--- src/rtl/request_unit_if.sv ---
// Bundle of decoder, datapath and memory-side signals around the request unit.
// master = the request unit itself, slave = the surrounding core/memory model.
interface request_unit_if #(
  parameter int CNT_W = 16
);
  logic             ihit;
  logic             dhit;
  logic             cu_dREN;
  logic             cu_dWEN;
  logic             cu_halt;
  logic [31:0]      alu_addr;
  logic [31:0]      store_data;
  logic             iREN;
  logic             dREN;
  logic             dWEN;
  logic [31:0]      dmemaddr;
  logic [31:0]      dmemstore;
  logic             pcEN;
  logic             halt;
  logic [CNT_W-1:0] stall_cnt;
  logic [CNT_W-1:0] retire_cnt;

  modport master (
    input  ihit, dhit, cu_dREN, cu_dWEN, cu_halt, alu_addr, store_data,
    output iREN, dREN, dWEN, dmemaddr, dmemstore, pcEN, halt,
           stall_cnt, retire_cnt
  );

  modport slave (
    output ihit, dhit, cu_dREN, cu_dWEN, cu_halt, alu_addr, store_data,
    input  iREN, dREN, dWEN, dmemaddr, dmemstore, pcEN, halt,
           stall_cnt, retire_cnt
  );
endinterface

--- src/rtl/request_unit.sv ---
// Sequences instruction fetch against a single outstanding data access and
// keeps retire/stall statistics; halting freezes the unit until reset.
module request_unit #(
  parameter int CNT_W = 16
) (
  input  logic           CLK,
  input  logic           nRST,
  request_unit_if.master bus
);

  typedef enum logic [1:0] {
    IDLE   = 2'd0,
    DATA   = 2'd1,
    HALTED = 2'd2
  } state_t;

  localparam logic [CNT_W-1:0] CNT_ONE = CNT_W'(1);
  localparam logic [CNT_W-1:0] CNT_MAX = '1;

  state_t           state_q,     state_d;
  logic             dren_q,      dren_d;
  logic             dwen_q,      dwen_d;
  logic             halt_q,      halt_d;
  logic [31:0]      dmemaddr_q,  dmemaddr_d;
  logic [31:0]      dmemstore_q, dmemstore_d;
  logic [CNT_W-1:0] stall_q,     stall_d;
  logic [CNT_W-1:0] retire_q,    retire_d;
  logic             pcen;
  logic             mem_op;

  always_comb begin
    state_d     = state_q;
    dren_d      = dren_q;
    dwen_d      = dwen_q;
    halt_d      = halt_q;
    dmemaddr_d  = dmemaddr_q;
    dmemstore_d = dmemstore_q;
    stall_d     = stall_q;
    retire_d    = retire_q;
    pcen        = 1'b0;
    mem_op      = bus.cu_dREN | bus.cu_dWEN;

    case (state_q)
      IDLE: begin
        if (bus.ihit) begin
          if (bus.cu_halt) begin
            // halt outranks any memory op decoded in the same instruction
            state_d = HALTED;
            halt_d  = 1'b1;
          end else if (mem_op) begin
            state_d     = DATA;
            dmemaddr_d  = bus.alu_addr;
            dmemstore_d = bus.store_data;
            dwen_d      = bus.cu_dWEN;
            dren_d      = bus.cu_dREN & ~bus.cu_dWEN;
          end else begin
            pcen     = 1'b1;
            retire_d = retire_q + CNT_ONE;
          end
        end
      end

      DATA: begin
        if (bus.dhit) begin
          pcen     = 1'b1;
          retire_d = retire_q + CNT_ONE;
          dren_d   = 1'b0;
          dwen_d   = 1'b0;
          state_d  = IDLE;
        end else if (stall_q != CNT_MAX) begin
          stall_d = stall_q + CNT_ONE;
        end
      end

      HALTED: begin
        state_d = HALTED;
      end

      default: begin
        state_d = IDLE;
        dren_d  = 1'b0;
        dwen_d  = 1'b0;
      end
    endcase
  end

  always_ff @(posedge CLK or negedge nRST) begin
    if (!nRST) begin
      state_q     <= IDLE;
      dren_q      <= 1'b0;
      dwen_q      <= 1'b0;
      halt_q      <= 1'b0;
      dmemaddr_q  <= '0;
      dmemstore_q <= '0;
      stall_q     <= '0;
      retire_q    <= '0;
    end else begin
      state_q     <= state_d;
      dren_q      <= dren_d;
      dwen_q      <= dwen_d;
      halt_q      <= halt_d;
      dmemaddr_q  <= dmemaddr_d;
      dmemstore_q <= dmemstore_d;
      stall_q     <= stall_d;
      retire_q    <= retire_d;
    end
  end

  // pcEN is qualified by nRST so it drops the instant reset asserts
  assign bus.pcEN       = pcen & nRST;
  assign bus.iREN       = (state_q == IDLE);
  assign bus.dREN       = dren_q;
  assign bus.dWEN       = dwen_q;
  assign bus.halt       = halt_q;
  assign bus.dmemaddr   = dmemaddr_q;
  assign bus.dmemstore  = dmemstore_q;
  assign bus.stall_cnt  = stall_q;
  assign bus.retire_cnt = retire_q;

  a_pcen_has_hit: assert property (@(posedge CLK) disable iff (!nRST)
    bus.pcEN |-> (bus.ihit || bus.dhit));

  a_halt_absorbing: assert property (@(posedge CLK) disable iff (!nRST)
    (state_q == HALTED) |=> (state_q == HALTED));

  a_one_request: assert property (@(posedge CLK) disable iff (!nRST)
    !(dren_q && dwen_q));

endmodule

--- src/flat_wrapper.sv ---
// flat-port wrapper written by rule: the top's interface ports become plain ports
module request_unit_flat 
#(
  parameter int CNT_W = 16
)
  (CLK, nRST, bus_ihit, bus_dhit, bus_cu_dREN, bus_cu_dWEN, bus_cu_halt, bus_alu_addr, bus_store_data, bus_iREN, bus_dREN, bus_dWEN, bus_dmemaddr, bus_dmemstore, bus_pcEN, bus_halt, bus_stall_cnt, bus_retire_cnt);
  request_unit_if #(.CNT_W(CNT_W)) bus_i ();
  input  logic CLK;
  input  logic nRST;
  input wire logic [$bits(bus_i.ihit)-1:0] bus_ihit;
  input wire logic [$bits(bus_i.dhit)-1:0] bus_dhit;
  input wire logic [$bits(bus_i.cu_dREN)-1:0] bus_cu_dREN;
  input wire logic [$bits(bus_i.cu_dWEN)-1:0] bus_cu_dWEN;
  input wire logic [$bits(bus_i.cu_halt)-1:0] bus_cu_halt;
  input wire logic [$bits(bus_i.alu_addr)-1:0] bus_alu_addr;
  input wire logic [$bits(bus_i.store_data)-1:0] bus_store_data;
  output wire logic [$bits(bus_i.iREN)-1:0] bus_iREN;
  output wire logic [$bits(bus_i.dREN)-1:0] bus_dREN;
  output wire logic [$bits(bus_i.dWEN)-1:0] bus_dWEN;
  output wire logic [$bits(bus_i.dmemaddr)-1:0] bus_dmemaddr;
  output wire logic [$bits(bus_i.dmemstore)-1:0] bus_dmemstore;
  output wire logic [$bits(bus_i.pcEN)-1:0] bus_pcEN;
  output wire logic [$bits(bus_i.halt)-1:0] bus_halt;
  output wire logic [$bits(bus_i.stall_cnt)-1:0] bus_stall_cnt;
  output wire logic [$bits(bus_i.retire_cnt)-1:0] bus_retire_cnt;
  assign bus_i.ihit = bus_ihit;
  assign bus_i.dhit = bus_dhit;
  assign bus_i.cu_dREN = bus_cu_dREN;
  assign bus_i.cu_dWEN = bus_cu_dWEN;
  assign bus_i.cu_halt = bus_cu_halt;
  assign bus_i.alu_addr = bus_alu_addr;
  assign bus_i.store_data = bus_store_data;
  assign bus_iREN = bus_i.iREN;
  assign bus_dREN = bus_i.dREN;
  assign bus_dWEN = bus_i.dWEN;
  assign bus_dmemaddr = bus_i.dmemaddr;
  assign bus_dmemstore = bus_i.dmemstore;
  assign bus_pcEN = bus_i.pcEN;
  assign bus_halt = bus_i.halt;
  assign bus_stall_cnt = bus_i.stall_cnt;
  assign bus_retire_cnt = bus_i.retire_cnt;
  request_unit #(.CNT_W(CNT_W)) u_core (.CLK(CLK), .nRST(nRST), .bus(bus_i));
endmodule
--- config.mk ---
export PLATFORM = sky130hd
export DESIGN_NAME = request_unit_flat
export DESIGN_NICKNAME = d
export VERILOG_FILES = /design/src/rtl/request_unit_if.sv /design/src/rtl/request_unit.sv /design/src/flat_wrapper.sv
export SDC_FILE = /design/constraint.sdc
export NUM_CORES = 1
export LEC_CHECK = 0
export ABC_AREA = 1
export CAP_MARGIN = 0
export CORE_MARGIN = 2
export CORE_UTILIZATION = 35
export CTS_BUF_LIST = sky130_fd_sc_hd__clkbuf_8
export CTS_CLUSTER_DIAMETER = 50
export DETAILED_ROUTE_END_ITERATION = 8
export GPL_TIMING_DRIVEN = 0
export PLACE_DENSITY_LB_ADDON = 0.1
export SYNTH_ARGS = -nofsm -noshare
export SYNTH_HDL_FRONTEND = slang
export SYNTH_SLANG_ARGS = --single-unit
--- constraint.sdc ---
create_clock -name CLK -period 2.2 [get_ports CLK]
set_input_delay 0.22 -clock CLK [delete_from_list [all_inputs] [get_ports CLK]]
set_output_delay 0.22 -clock CLK [all_outputs]
set_load 0.05 [all_outputs]
* Word-level counts from Yosys, hierarchy flattened
Cells that the tools add are included.
W data, S select, Z words.
** Operators by class
- Add/subtract/negate cells :: 2
- Eq/ne operators :: 9
- Mux-type cells :: 24
- Bitwise logic cells :: 7
- Reductions and logical operators :: 8
** Operators with widths (count)
- $mux W16 :: 4
- $add A16 B1 Y16 const B :: 2
- $pmux W16 S2 :: 1
- $ne A16 B16 Y1 const B :: 1
- $mux W1 :: 11
- $reduce_and A5 Y1 :: 2
- $reduce_and A3 Y1 :: 3
- $mux W2 :: 4
- $ne A2 B2 Y1 const B :: 4
- $pmux W1 S3 :: 2
- $pmux W2 S3 :: 1
- $not A1 Y1 :: 4
- $reduce_and A4 Y1 :: 1
- $ne A3 B2 Y1 const B :: 1
- $and A1 B1 Y1 :: 2
- $eq A2 B1 Y1 const B :: 1
- $eq A2 B2 Y1 const B :: 1
- $logic_not A2 Y1 :: 1
- $ne A2 B1 Y1 const B :: 1
- $pmux W1 S2 :: 1
- $reduce_bool A2 Y1 :: 1
- $or A1 B1 Y1 :: 1
** Word-level totals
- Word-level logic and storage cells :: 58
- Output and inout bits :: 101
- Input bits :: 71
- Register bits after elaboration :: 101

* Longest topological paths before layout
Gate-level depths: netlist of run 1.
- Word-level depth :: 6
- Depth in mapped cells :: 9
- Depth with buffers taken out :: 9

* Worst setup path before layout of run 1
Ideal clock, no wire load.
- Path kind :: register -> register
- Start point :: register u_core.stall_q[0], in the netlist u_core.bus.stall_cnt[0]
- End point :: register u_core.stall_q[13], in the netlist u_core.bus.stall_cnt[13]
- Required time :: 2.082 ns
- Arrival time :: 1.716 ns
- Path buffers :: 1
- Setup time :: 0.118 ns
- Setup slack :: 0.366 ns
- Cell stages (with the launch flop) :: 10
- Cells stage by stage :: dfrtp_1 ha_1 nand3_2 inv_2 nand2_1 nor2_2 nor2_4 buf_6 nand2_1 nand2_1
** On the way
- Longest elaborated chain between the ends :: 2
** RTL lines
- start: declaration :: line request_unit.sv:26 : logic [CNT_W-1:0] stall_q, stall_d;
- start signal: assignment :: line request_unit.sv:104 : stall_q <= stall_d;
- branches (longest 2 deep; another with $add A16 B1 Y16)
Parallel ways; which one is timed is not known.
A chain may end at the register's enable or synchronous reset.

* Final worst setup path of run 1
- Start point :: register u_core.state_q[0]
- End point :: output port bus_iREN
** On the way
- Longest elaborated chain between the ends :: 1
** RTL lines
- start: declaration :: line request_unit.sv:20 : state_t state_q, state_d;
- start signal: assignment :: line request_unit.sv:98 : state_q <= state_d;
- $logic_not A2 Y1 :: line request_unit.sv:111 : assign bus.iREN = (state_q == IDLE);
- end: declaration :: line flat_wrapper.sv:17 : output wire logic [$bits(bus_i.iREN)-1:0] bus_iREN;
Every way passes these cells.

==> results.toml, run 1 <==
[routing]
ant_nets = 0
post_drt_wl_per_cell_um = 12.9
detail_route.wirelength_um = 12300
dr.pass1.iters = 4
routed_vias_inst = 4.47
drt_drc_violations_left = 0
routed-via-count = 4262
detailedRoute.firstIterationViolations = 237

[critical_path]
end_kind = "primary output"
worst-setup-path-type = "reg2out"
timing.reg2reg.worst_path_depth = 9
r2r-end = "u_core.bus.stall_cnt[13]"
path_max_fanout = 6
start_kind = "register"
data_required_time_at_the_worst_endpoint_ps = 1980
crit_arrival_ps = 1860
r2r_slack_ps = 510
rr_startpoint = "u_core.bus.stall_cnt[0]"

[sta]
worst_slew_margin_rel_pct = 62.8
rsz0062_at_grt = "no"
finalMaxSlewViolations = 0
period_needed_ps = 2080
setup_ws_ps = 116
setup_viol = 0
max_freq_mhz = 480
fin_skew_ps = 12.1
final_hold_viol_count = 0
timing.setup.tns_ps = 0
final.period_utilization_pct = 94.7
worst-slew-pin-transition_ps = 556

[layout]
n_diodes = 0
finalNonFillerCells = 954
most_common_library_cell_in_the_layout_ignoring_fill_and_taps = "nand2_1"
layout-drive-gt1-share_pct = 6.94
layout.cells.most_common_list = "nand2_1, clkdlybuf4s50_1, dfrtp_1"
num-nets-final = 847
syn_to_layout_area_delta_pct = 47.1

[placement]
gp_congestion = 0.807
placement.setup.worst_slack_ps = -219
placed_cells_incl_taps = 938
total_of_buffers_placed_on_input_and_output_ports = 171
dp_hpwl_um = 9070

[clocking]
tritoncts = "built"
cts_max_level = 3
tritoncts.num_buffers = 9
post-cts-setup-buffer-count = 0
path_clk_slew_ps = 100
number_of_sinks_on_the_clock_net = 101
cts-root-to-sink-buffers = 2
clock_insertion_delay_worst_skew_ps = 370
clockRootBuffer = "clkbuf_8"

[pwr]
power.net_switching_w = 0.00495
cell_internal_pwr_w = 0.00510
power_frac_comb_pct = 55.6
seq_power_share_pct = 31.1
clock_share_of_power_pct = 13.3
power_density_nw_per_um2 = 1470
irDropWorstVdd_mv = 1.11
power.static_leakage_nw = 3.30
sw_frac_of_total_pct = 49.3

[global_routing]
vias_in_the_first_global_route = 4207
pin_count_of_the_biggest_net_entering_global_routing = 63
grt_first_pass_wirelength_um = 20500
global_route.overflow_total = 0
grt_use_total_pct = 18.1
number_of_antenna_violations_at_the_first_check_in_global_routing = 0

[yosys]
seq_area_frac_synth_pct = 54.5
post_synth_inst_count = 590
synth_fp_nets = 663
yosysWarnings = 0
netlist_area_um2 = 4640
yosysUniqueCellTypes = 23
synth.avg_cell_area_um2 = 7.86
ys_ff_latch = 101

[die]
fp.dieW_um = 119
initial_core_util_pct = 35.4
placementRows = 42
design.core.area_um2 = 13100
floorplan.die.height_um = 119
top_level_ports = 172
die-area_um2 = 14200

[run_status]
run_status = "completed"

[min_path]
hp-class = "in2async"

[flow_run]
max_cap_violations = 0
synthesized netlist by cell type:
cell type / n / area share [%]
nand2_1: 318 / 26
nor3_1: 1 / 0.11
nand2_2: 3 / 0.40
nor2_1: 30 / 2.4
nand4_1: 12 / 1.6
buf_2: 9 / 0.97
nand3_1: 23 / 2.5
nor2_4: 2 / 0.49
buf_4: 6 / 0.97
xor2_1: 4 / 0.76
nor2_2: 5 / 0.67
nand3b_1: 5 / 0.81
a21oi_1: 2 / 0.22
xnor2_1: 4 / 0.76
dfrtp_1: 101 / 54
nand3_2: 1 / 0.22
nor3b_1: 1 / 0.16
o21ai_2: 6 / 1.1
inv_1: 40 / 3.2
o21ai_0: 10 / 1.1
inv_2: 3 / 0.24
buf_6: 2 / 0.49
ha_1: 2 / 0.54
power by group through the flow:
| stage | registers [W] | logic (W) | clock network [W] |
|---|---|---|---|
| 3_3_place_gp | 0.00312 | 0.00558 | 0 |
| 2_1_floorplan | 0.00567 | 0.00105 | 0 |
| 3_5_place_dp | 0.00314 | 0.00562 | 0 |
| 6_report | 0.00313 | 0.00559 | 0.00133 |
| 4_1_cts | 0.00313 | 0.00564 | 0.00139 |
| 5_1_grt | 0.00324 | 0.00592 | 0.00147 |
layout make-up:
cell class / count / area, µm²
Clock buffer: 11 / 151
Timing Repair Buffer: 173 / 1740
Clock inverter: 4 / 72.6
Multi-Input combinational cell: 429 / 1840
Sequential cell: 101 / 2530
Tap cell: 176 / 220
Inverter: 43 / 161
Buffer: 17 / 113
Fill cell: 1271 / 6260
how the worst max path moves through the flow:
stage	end	slack, ps	cells past startpoint	start
floorplan	u_core.bus.stall_cnt[13]	370	9	u_core.bus.stall_cnt[0]
global placement	bus_pcEN	-3320	4	nRST
detailed placement	bus_pcEN	-220	7	bus_dhit
CTS	bus_pcEN	30	7	u_core.state_q[1]
global route	bus_pcEN	30	7	u_core.state_q[1]
finish	bus_iREN	120	2	u_core.state_q[0]
metal layers:
metal	vias up	track usage, %	part of all wire, %
met5	-	0	0
li1	2176	-	-
met2	115	28.9	47
met1	1957	22.4	43
met3	14	6.18	8.3
met4	0	7.22	1.8
per-stage QoR:
step                      hold WS [ps]  util, %  total power (W)  area, µm²
after floorplan                  -75.6        -          0.00672       4640
after global placement             452     50.2          0.00871       6570
after detailed placement           245     50.4          0.00877       6600
after CTS                          340     52.2           0.0102       6830
after global routing               357     52.2           0.0106       6820
final                              361     52.2           0.0101       6820
sequential cells by signal, summed over array words and instances (netlist names):
signal	flops
u_core.bus.dREN	1
u_core.bus.dWEN	1
u_core.bus.dmemaddr	32
u_core.bus.dmemstore	32
u_core.bus.halt	1
u_core.bus.retire_cnt	16
u_core.bus.stall_cnt	16
u_core.state_q	2
cells by family (layout without fill, tap and decap cells):
family	Yosys count	after routing	synth area share [%]
simple gates	401	401	35.1
flops	101	101	54.5
buf+inv	60	248	5.91
compound gates	18	18	2.43
xor+xnor	8	8	1.51
fa+ha+maj	2	2	0.539
worst max-delay path: stages (launching register included):
cell	delay, ps
dfrtp_1	470
nor2_4	160
clkdlybuf4s50_1	860
timing repair:
| item | CTS | global route |
|---|---|---|
| resized for setup | 3 | 2 |
| endpoints found under the hold margin | 39 | 0 |
| setup endpoints to repair | 1 | 1 |
| hold buffers | 1 | 0 |
Note: power is estimated with default switching activity, not from simulation.
==> inputs of run 2 (changes only) <==
--- a/config.mk
+++ b/config.mk
@@ -8,7 +8,7 @@
 export ABC_AREA = 1
 export CAP_MARGIN = 0
 export CORE_MARGIN = 2
-export CORE_UTILIZATION = 35
+export CORE_UTILIZATION = 50
 export CTS_BUF_LIST = sky130_fd_sc_hd__clkbuf_8
 export CTS_CLUSTER_DIAMETER = 50
 export DETAILED_ROUTE_END_ITERATION = 8
==> results.toml, run 2 (same netlist as run 1, synthesis figures left out) <==
[run_status]
run_status = "completed"

[routing]
routed_vias_inst = 4.92
drt_drc_violations_left = 0
detail_route.wirelength_um = 12200
routed-via-count = 4380
post_drt_wl_per_cell_um = 13.8
dr.pass1.iters = 4
detailedRoute.firstIterationViolations = 168
ant_nets = 0

[clocking]
cts-root-to-sink-buffers = 2
clock_insertion_delay_worst_skew_ps = 370
tritoncts = "built"
number_of_sinks_on_the_clock_net = 101
cts_max_level = 3
path_clk_slew_ps = 110
clockRootBuffer = "clkbuf_8"
post-cts-setup-buffer-count = 0
tritoncts.num_buffers = 9

[die]
die-area_um2 = 10100
floorplan.die.height_um = 100
design.core.area_um2 = 9110
initial_core_util_pct = 50.9
top_level_ports = 172
placementRows = 35
fp.dieW_um = 100

[global_routing]
pin_count_of_the_biggest_net_entering_global_routing = 64
grt_use_total_pct = 25.2
vias_in_the_first_global_route = 4388
grt_first_pass_wirelength_um = 20200
number_of_antenna_violations_at_the_first_check_in_global_routing = 0
global_route.overflow_total = 0

[pwr]
power.net_switching_w = 0.00504
clock_share_of_power_pct = 12.5
power_density_nw_per_um2 = 1480
seq_power_share_pct = 31.4
cell_internal_pwr_w = 0.00495
power_frac_comb_pct = 56.1
sw_frac_of_total_pct = 50.5
irDropWorstVdd_mv = 0.927
power.static_leakage_nw = 3.29

[critical_path]
worst-setup-path-type = "reg2out"
crit_arrival_ps = 1870
worst-path-buf-inv = 3
end_kind = "primary output"
start_kind = "register"
crit_path_max_incr_delay_ps = 400
data_required_time_at_the_worst_endpoint_ps = 1980
timing.critical_path.mode_cell = "inv_1"
path_depth = 7
crit_family = "buffers and inverters"
rr_startpoint = "u_core.bus.stall_cnt[0]"
cells_along_the_critical_path = "inv_1, nand3b_1, nand2_1, inv_1, nand2_2, nor2_1, clkdlybuf4s15_2"
path_max_fanout = 10
crit_path_start = "u_core.state_q[1]"
timing.reg2reg.worst_path_depth = 9
critPathSlowestCell = "dfrtp_1"

[flow_run]
max_cap_violations = 0

[sta]
max_freq_mhz = 479
final.period_utilization_pct = 95.0
worst_slew_margin_rel_pct = 62.8
final_hold_viol_count = 0
finalMaxSlewViolations = 0
worst-slew-pin-transition_ps = 556
setup_viol = 0
rsz0062_at_grt = "no"
fin_hold_ws_ps = 368
fin_skew_ps = 21.5
period_needed_ps = 2090
timing.setup.tns_ps = 0

[min_path]
hp-class = "in2reg"
min_from = "bus_store_data[7]"
hold_depth = 3

[layout]
layout.cells.most_common_list = "nand2_1, clkdlybuf4s50_1, dfrtp_1"
syn_to_layout_area_delta_pct = 45.1
utilization_pct = 73.9
most_common_library_cell_in_the_layout_ignoring_fill_and_taps = "nand2_1"
n_diodes = 0
layout-drive-gt1-share_pct = 7.06
fill_cell_total_of_the_finished_layout = 712
multiInputGateArea_um2 = 1840
num-nets-final = 847
ff_latch_area_um2 = 2530

[placement]
gp_congestion = 0.830
dp_hpwl_um = 9110
total_of_buffers_placed_on_input_and_output_ports = 171
run 2: changes by cell type in the layout (fill, tap and decap cells not counted), sizes merged:
cell,change
inv,+3
clkinv,+1
clkbuf,-2
bufinv,-1
clkdlybuf4s15,+1
buf,-1
run 2: tightest hold or removal path: cells and delay by family:
family	cells	cell delay (ps)
buffers and inverters	1	390
AND/OR/NAND/NOR	2	100
run 2: through the flow:
stage                     cell area (µm²)  setup slack [ps]  power (W)  instances
after floorplan                      4640               366    0.00672        590
after global placement               6490             -3250    0.00867        872
after detailed placement             6510              -195    0.00878        873
after CTS                            6730              84.7     0.0100        890
after global routing                 6730              11.2     0.0105        890
final                                6730               111    0.00999        890
run 2: routing by layer:
layer,GRT usage (%),vias up,routed length (µm)
met5,0,-,0
met4,8.64,0,301
met3,9.68,24,979
met2,42.6,133,6110
met1,29.5,2050,4850
li1,-,2173,-
run 2: final timing paths:
check,endpoint,slack (ps)
min in group asynchronous,u_core.bus.stall_cnt[2],380
hold reg to reg,u_core.bus.dmemaddr[26],490
hold / removal,u_core.bus.dmemstore[7],370
setup / recovery,bus_pcEN,110
setup reg to reg,u_core.bus.stall_cnt[3],520
max in group asynchronous,u_core.bus.dmemaddr[31],1120
run 2: what timing repair did:
action | 4_1_cts | 5_1_grt
hold endpoints to repair | 38 | 0
resized for setup | 3 | 0
hold buffers | 1 | 0
endpoints found under the setup margin | 1 | 0
run 2: final cells by class:
class	count	area share, %
sequential	101	37.5
multi-input combinational	429	27.3
timing repair buffer	173	26.0
inverter	43	2.40
tap	111	2.06
clock buffer	9	1.84
buffer	17	1.67
clock inverter	7	1.23
run 2: power by group through the flow:
stage,logic [W],registers [W],clock network [W]
floorplan,0.00105,0.00567,0
global placement,0.00554,0.00313,0
detailed placement,0.00563,0.00315,0
CTS,0.00565,0.00313,0.00127
global route,0.00591,0.00323,0.00134
finish,0.00561,0.00314,0.00125
==> inputs of run 3 (changes only) <==
--- a/config.mk
+++ b/config.mk
@@ -8,10 +8,11 @@
 export ABC_AREA = 1
 export CAP_MARGIN = 0
 export CORE_MARGIN = 2
-export CORE_UTILIZATION = 50
+export CORE_UTILIZATION = 55
 export CTS_BUF_LIST = sky130_fd_sc_hd__clkbuf_8
 export CTS_CLUSTER_DIAMETER = 50
 export DETAILED_ROUTE_END_ITERATION = 8
+export DONT_BUFFER_PORTS = 1
 export GPL_TIMING_DRIVEN = 0
 export PLACE_DENSITY_LB_ADDON = 0.1
 export SYNTH_ARGS = -nofsm -noshare
==> constraint.sdc (replaced) <==
create_clock -name CLK -period 2.1 [get_ports CLK]
set_input_delay 0.21 -clock CLK [delete_from_list [all_inputs] [get_ports CLK]]
set_output_delay 0.21 -clock CLK [all_outputs]
set_load 0.05 [all_outputs]
==> results.toml, run 3 (same netlist as run 1, synthesis figures left out) <==
[clocking]
tritoncts.num_buffers = 9
cts_hold_buf = 66
post-cts-setup-buffer-count = 0
cts_max_level = 3
clockRootBuffer = "clkbuf_8"
tritoncts = "built"
cts-root-to-sink-buffers = 2
clock_insertion_delay_worst_skew_ps = 350
path_clk_slew_ps = 110
number_of_sinks_on_the_clock_net = 101

[critical_path]
path_depth = 6
crit_path_max_incr_delay_ps = 470
worst-path-buf-inv = 1
crit_arrival_ps = 1720
path_max_fanout = 10
critPathSlowestCell = "dfrtp_1"
rr_startpoint = "u_core.bus.stall_cnt[5]"
cells_along_the_critical_path = "nor2_4, nand2_1, nand2_1, inv_1, nand2_2, nor2_4"
r2r_slack_ps = 210
worst-setup-path-type = "reg2out"
r2r-end = "u_core.bus.stall_cnt[15]"
start_kind = "register"
end_kind = "primary output"
crit_family = "simple AND/OR/NAND/NOR gates"
data_required_time_at_the_worst_endpoint_ps = 1890
timing.reg2reg.worst_path_depth = 8

[global_routing]
grt_use_total_pct = 25.9
vias_in_the_first_global_route = 3899
number_of_antenna_violations_at_the_first_check_in_global_routing = 0
pin_count_of_the_biggest_net_entering_global_routing = 103
global_route.overflow_total = 0
grt_first_pass_wirelength_um = 18400

[sta]
fin_skew_ps = 11.2
final_hold_viol_count = 101
period_needed_ps = 1930
setup_ws_ps = 166
final.period_utilization_pct = 92.1
max_freq_mhz = 517
finalMaxSlewViolations = 0
fin_hold_ws_ps = -467
worst-slew-pin-transition_ps = 648
setup_viol = 0
rsz0062_at_grt = "no"
worst_slew_margin_rel_pct = 56.8
timing.setup.tns_ps = 0

[routing]
dr.pass1.iters = 4
detailedRoute.firstIterationViolations = 231
ant_nets = 0
detail_route.wirelength_um = 11600
routed-via-count = 4017
drt_drc_violations_left = 0
post_drt_wl_per_cell_um = 15.0
routed_vias_inst = 5.17

[die]
die-area_um2 = 9180
placementRows = 33
top_level_ports = 172
design.core.area_um2 = 8180
floorplan.die.height_um = 95.8
fp.dieW_um = 95.8
initial_core_util_pct = 56.7

[pwr]
report.power.total_w = 0.00891
irDropWorstVdd_mv = 0.989
power_density_nw_per_um2 = 1570
power.static_leakage_nw = 2.90

[layout]
most_common_library_cell_in_the_layout_ignoring_fill_and_taps = "nand2_1"
ff_latch_area_um2 = 2530
finalNonFillerCells = 777
n_diodes = 0
num-nets-final = 740
utilization_pct = 69.2
multiInputGateArea_um2 = 1840
layout-drive-gt1-share_pct = 8.63
syn_to_layout_area_delta_pct = 22.0
fill_cell_total_of_the_finished_layout = 644
layout.cells.most_common_list = "nand2_1, dfrtp_1, dlygate4sd3_1"

[flow_run]
max_cap_violations = 0

[placement]
placed_cells_incl_taps = 695
dp_hpwl_um = 7550
placement.setup.worst_slack_ps = 39.2
gp_congestion = 0.825
total_of_buffers_placed_on_input_and_output_ports = 0

[run_status]
violated_checks = "negative hold slack"
run_status = "finished with violations"

[min_path]
hp-class = "in2async"
## run 3: cell types whose count changed in the layout (fill, tap and decap cells not counted), sizes merged
cell           change
clkbuf             +1
clkdlybuf4s15      -1
buf                -2
clkdlybuf4s50    -169
inv                -1
dlygate4sd3       +65
## run 3: worst max path at each step
stage | to | from | slack [ps]
after floorplan | u_core.bus.stall_cnt[13] | u_core.bus.stall_cnt[0] | 270
after global routing | bus_pcEN | u_core.state_q[0] | 6
after CTS | u_core.bus.stall_cnt[13] | u_core.bus.stall_cnt[0] | 20
after global placement | u_core.bus.stall_cnt[13] | u_core.bus.stall_cnt[0] | 60
final | bus_pcEN | u_core.state_q[0] | 170
after detailed placement | u_core.bus.stall_cnt[13] | u_core.bus.stall_cnt[0] | 40
## run 3: area by class of cell
class	count	share of cell area, %
tap	105	2.32
clock inverter	6	1.39
multi-input combinational	429	32.6
inverter	43	2.85
sequential	101	44.7
clock buffer	10	2.43
buffer	17	1.99
timing repair buffer	66	11.7
## run 3: power breakdown
group          switching (W)  total, W  internal, W
Sequential           0.00349   0.00616      0.00267
Combinational       0.000828   0.00143     0.000598
Clock               0.000707   0.00132     0.000610
Total                0.00503   0.00891      0.00388
## run 3: repair_timing
item,CTS,global route
gates resized for setup,1,5
endpoints found under the hold margin,167,101
endpoints found under the setup margin,1,15
## run 3: per-stage QoR
step / hold slack, ps / cell area, µm²
after floorplan: -85.6 / 4640
after CTS: -479 / 5650
after global routing: -498 / 5660
after detailed placement: -83.5 / 4770
final: -467 / 5660
after global placement: -83.7 / 4770
## run 3: per-layer routing
metal	vias up	track usage (%)	part of all wire (%)
li1	1963	-	-
met1	1871	31.1	40
met2	169	44.0	50
met3	14	9.08	8.6
met4	0	7.86	1.4
met5	-	0	0
## run 3: worst register-to-register path, delay by kind of cell (launching register included)
kind,cells,cell delay (ps)
and+or+nand+nor,7,880
DFF,1,730
buffers and inverters,1,160
==> RTL edit 1, RTL diff (flow settings as in run 2) <==
Re-encode `state_t` (3 states) as one-hot, 3 bits wide.
--- a/src/rtl/request_unit.sv
+++ b/src/rtl/request_unit.sv
@@ -10,6 +10,6 @@
 
-  typedef enum logic [1:0] {
-    IDLE   = 2'd0,
-    DATA   = 2'd1,
-    HALTED = 2'd2
+  typedef enum logic [2:0] {
+    IDLE   = 3'b001,
+    DATA   = 3'b010,
+    HALTED = 3'b100
   } state_t;
Behaviour: no difference found for any inputs over 4 cycles, from zero or initial values and one cycle with nRST low; so few cycles prove little.
==> RTL edit 1 against run 2 <==
  * Sequential power increased by 6%
  * Setup slack improved by 0.026 ns
  * Synthesized area increased by 5.8%
  * Die area increased by 5.6%
  * Sequential share of layout area decreased by 1.4 points
  * Cell count increased by 5.3%
  * Maximum frequency increased by 1.3%
  * Cell area increased by 4.9%
  * Power increased by 11%
  * Non-clock buffer count increased by 10
  * Highest routed layer unchanged
  * Core utilization decreased by 0.67 points
  * Sequential cell count increased by 1
  * Critical endpoint unchanged
  * Routed wire length increased by 7.7%
==> RTL edit 1: results (changes against run 2) <==
* DR vias/cell at 5.11 (+3.8%)
* Post-synthesis sequential area ratio at 52.0% (-2.5 points)
* Post-synthesis xor/xnor area fraction at 2.32% (+0.81 points)
* Clock Pin Slew Worst Setup and Hold Paths at 0.09 ns (-0.02 ns)
* Status: complete, no violations
* Syn_nets at 687 (+3.6%)
* Worst vdd rail ir drop at 1040 µV (+12%)
* Avg WL per Cell at 14.1 µm (+2.3%)
* Compound-cell area share of the yosys netlist at 3.77% (+1.3 points)
* CP arrival at 1.84 ns (-0.03 ns)
* Dpl cells at 919 (+5.3%)
* Synth top cells by count: nand2_1 (252), dfrtp_1 (101), nand3_1 (90)
* Synth area leaders: dfrtp_1 (52%), nand2_1 (19%), nand3_1 (9.2%)
* Class of the worst hold path: in -> async
* Crit-path max cell delay at 0.58 ns (+0.18 ns)
* Kind of cell adding the most delay to the critical path: flip-flops
* First DRT Iteration DRCs at 176 (+4.8%)
* First-pass GRT wire length at 21300 µm (+5.5%)
* Least-Margin Pin Slew at 0.563 ns (+0.00715 ns)
* Share of layout cells above drive strength 1 at 7.71% (+0.65 points)
* Fin nets at 872 (+3.0%)
* Routability Congestion at 0.898 (+8.2%)
* Largest net degree at the start of global routing at 71 (+11%)
* Static Leak at 0.00334 µW (+1.5%)
* Cell variety after synth at 29 (+26%)
* Fillcell total at 796 (+12%)
* Cells after synthesis at 614 (+4.1%)
* DP HPWL at 9970 µm (+9.4%)
* GRT Total Usage at 25.7% (+0.46 points)
-- RTL edit 1: cell count changes after synthesis, sizes merged, moves of 5 or more --
cell	change
buf	+7
inv	-8
nand2	-68
nand3	+68
nand3b	-5
nor2	+7
o21ai	+11
xor2	+5
-- RTL edit 1: cell families (layout without fill, tap and decap cells) --
kind of cell | Yosys count | in the layout
AND/OR/NAND/NOR | 406 | 406
adder cells (fa/ha/maj) | 2 | 2
flip-flops | 102 | 102
XOR/XNOR | 13 | 13
buffers and inverters | 62 | 252
AO/OA/AOI/OAI | 29 | 29
-- RTL edit 1: stage by stage --
step           util [%]  power (µW)  setup TNS (ns)  hold slack [ns]  worst slack [ns]
4_1_cts            73.2       11200               0            0.365             0.102
3_3_place_gp       70.4        9760         -307.66            0.444             -3.34
6_report           73.2       11100               0            0.363             0.137
3_5_place_dp       70.7        9900          -0.420            0.212            -0.420
2_1_floorplan         -        7550               0          -0.0756             0.331
5_1_grt            73.2       11700               0            0.401            0.0288
-- RTL edit 1: worst paths after layout --
path / cells past startpoint / to / slack, ns / startpoint
max in group asynchronous: 3 / u_core.state_q[0] / 1.43 / nRST
setup reg to reg: 9 / u_core.bus.stall_cnt[13] / 0.46 / u_core.bus.stall_cnt[0]
hold reg to reg: 1 / u_core.bus.halt / 0.46 / u_core.bus.halt
min in group CLK: 3 / u_core.bus.dmemaddr[25] / 0.40 / bus_alu_addr[25]
setup / recovery: 4 / bus_pcEN / 0.14 / u_core.state_q[0]
hold / removal: 3 / u_core.bus.retire_cnt[12] / 0.36 / nRST
-- RTL edit 1: worst min-delay path: stages --
cell	delay, ns
dlygate4sd3_1	0.52
buf_4	0.14
buf_12	0.21
-- RTL edit 1: per-layer routing --
layer	share of wire (%)	GRT usage, %
met5	0	0
met4	1.6	10.1
met3	7.6	8.34
met2	51	42.9
met1	40	30.9
-- RTL edit 1: area by class of cell --
class,instances,area share (%)
Sequential cell,102,36.2
Multi-Input combinational cell,450,29.1
Timing Repair Buffer,174,24.9
Clock buffer,13,2.53
Buffer,26,2.38
Tap cell,133,2.36
Inverter,36,1.91
Clock inverter,3,0.585
-- RTL edit 1: repair_timing --
item | in CTS | in global routing
buffers inserted | 0 | 0
endpoints found under the setup margin | 2 | 1
gates cloned | 0 | 0
hold buffers | 2 | 0
resized for setup | 7 | 1
hold endpoints to repair | 33 | 0
pin swaps | 1 | 0
-- RTL edit 1: power groups by stage --
stage	logic (µW)	registers (µW)	clock network [µW]
floorplan	1480	6070	0
global placement	6440	3320	0
detailed placement	6560	3350	0
CTS	6570	3330	1290
global route	6930	3440	1360
finish	6530	3330	1270
==> RTL edit 2, RTL diff (settings of run 2) <==
Made on the original files. `CNT_W` is set to 16 in 3 places; all go to 32.
--- a/src/rtl/request_unit_if.sv
+++ b/src/rtl/request_unit_if.sv
@@ -3,3 +3,3 @@
 interface request_unit_if #(
-  parameter int CNT_W = 16
+  parameter int CNT_W = 32
 );
--- a/src/rtl/request_unit.sv
+++ b/src/rtl/request_unit.sv
@@ -3,3 +3,3 @@
 module request_unit #(
-  parameter int CNT_W = 16
+  parameter int CNT_W = 32
 ) (
--- a/src/flat_wrapper.sv
+++ b/src/flat_wrapper.sv
@@ -3,3 +3,3 @@
 #(
-  parameter int CNT_W = 16
+  parameter int CNT_W = 32
 )
Interface: changed (resized bus_retire_cnt and bus_stall_cnt); port bits go from 172 to 204. No check against the original RTL was run, so the function may have changed too.
==> RTL edit 2 against run 2 <==
  * Synthesized area up 43%
  * Sequential power fell by 22%
  * Critical path depth down 1
  * Cell area rose by 39%
  * Sequential cell count is 32 higher
  * Combinational power shrank 96%
  * Power down 51%
  * Cell count up 32%
  * Register-to-register slack worse by 0.18 ns
  * Count of clock-buffer cells in the layout increased by 11
  * Setup slack gained 0.033 ns
  * Routed wire length up 41%
  * First-iteration DRC count rose to 2.6 times the old value
  * Critical path type unchanged
  * Critical endpoint unchanged
==> RTL edit 2: results (changes against run 2) <==
* Status: complete, no violations
* Post-synthesis sequential area ratio at 50.1% (-4.4 points)
* Synth area leaders: dfrtp_1 (50%), nand2_1 (15%), mux2_2 (11%)
* Psw at 1010 µW (-80%)
* Clock Pin Slew Worst Setup and Hold Paths at 0.07 ns (-0.04 ns)
* Site Rows at 42 (+20%)
* Non-CTS buffers at 220 (+16%)
* FF-to-FF setup slack at 0.34 ns (-0.18 ns)
* Port Buffers at 203 (+19%)
* Class of the worst hold path: in -> async
* Worst Setup SP: u_core.state_q[1]
* Area after DPL at 0.00893 mm² (+37%)
* Met2 WL at 8140 µm (+33%)
* Yosys reg bits at 133 (+32%)
* Clkbuf count at 20 (+11)
* Multi-In Gates at 551 (+28%)
* Utilization after layout at 71.8% (-2.1 points)
* Static Leak at 0.00434 µW (+32%)
* GRT Total Usage at 25.5% (+0.30 points)
* Worst vdd rail ir drop at 588 µV (-37%)
* Signal buffers share of area at 23.7% (-3.9 points)
* Met1 Use GR at 32.1% (+2.7 points)
* Synth top cells by count: nand2_1 (263), dfrtp_1 (133), nor2_1 (100)
* Dpl cells at 1143 (+31%)
* Met2 Usage GRT at 40.7% (-1.9 points)
* RR Startpoint: u_core.bus.stall_cnt[1]
* Grt met3 use at 10.2% (+0.52 points)
* Cell variety after synth at 27 (+17%)
* DP HPWL at 12900 µm (+42%)
* WL met3 at 1640 µm (+68%)
* Worst slack, placed at -0.253 ns (-0.0576 ns)
* Avg WL per Cell at 14.6 µm (+6.4%)
* Inverters at 65 (+51%)
* First-pass GRT wire length at 28300 µm (+40%)
* Largest net degree at the start of global routing at 78 (+22%)
* Clock skew at 0.0134 ns (-0.00806 ns)
* FF/Latch Area at 0.00333 mm² (+32%)
* Total number of vias at 5760 (+32%)
* Post_cts resized at 6 (+3)
* Clk Latency, worst-skew pair at 0.45 ns (+0.08 ns)
* Mean Syn Cell Area at 8.71 µm² (+11%)
* Share of layout cells above drive strength 1 at 13.6% (+6.6 points)
* Vias in the first global route at 5734 (+31%)
* Worst R2R Path Depth at 11 (+2)
* Routability Congestion at 0.905 (+9.0%)
* Reg2reg end: u_core.bus.stall_cnt[28]
* Cts hold-fix bufs at 2 (+1)
* Period utilization at 93.5% (-1.5 points)
* Multi-input logic portion of the cell area at 31.3% (+4.0 points)
-- RTL edit 2: cell count changes in the layout (fill, tap and decap cells not counted), moves of 10 or more --
cell             change
nor2_1              +70
mux2_2              +64
nand2_1             -55
dfrtp_1             +32
clkdlybuf4s50_1     +31
inv_1               +23
nand3_1             +12
clkbuf_8            +11
xor2_1              +10
-- RTL edit 2: kinds of logic after synthesis --
logic type                 after synthesis  share of synthesized area, %
and+or+nand+nor                        441                          28.1
DFF                                    133                          50.1
buffers and inverters                   79                          5.74
muxes                                   64                          10.8
xor gates and xnor gates                27                          3.56
AOI/OAI and AO/OA                       17                          1.34
adders and majority gates                2                         0.376
-- RTL edit 2: power groups by stage --
stage / Clock [µW] / Sequential [µW] / Combinational [µW]
floorplan: 0 / 2500 / 6.55
global placement: 0 / 2500 / 188
detailed placement: 0 / 2490 / 196
CTS: 2290 / 2450 / 205
global route: 2390 / 2450 / 220
finish: 2240 / 2450 / 199
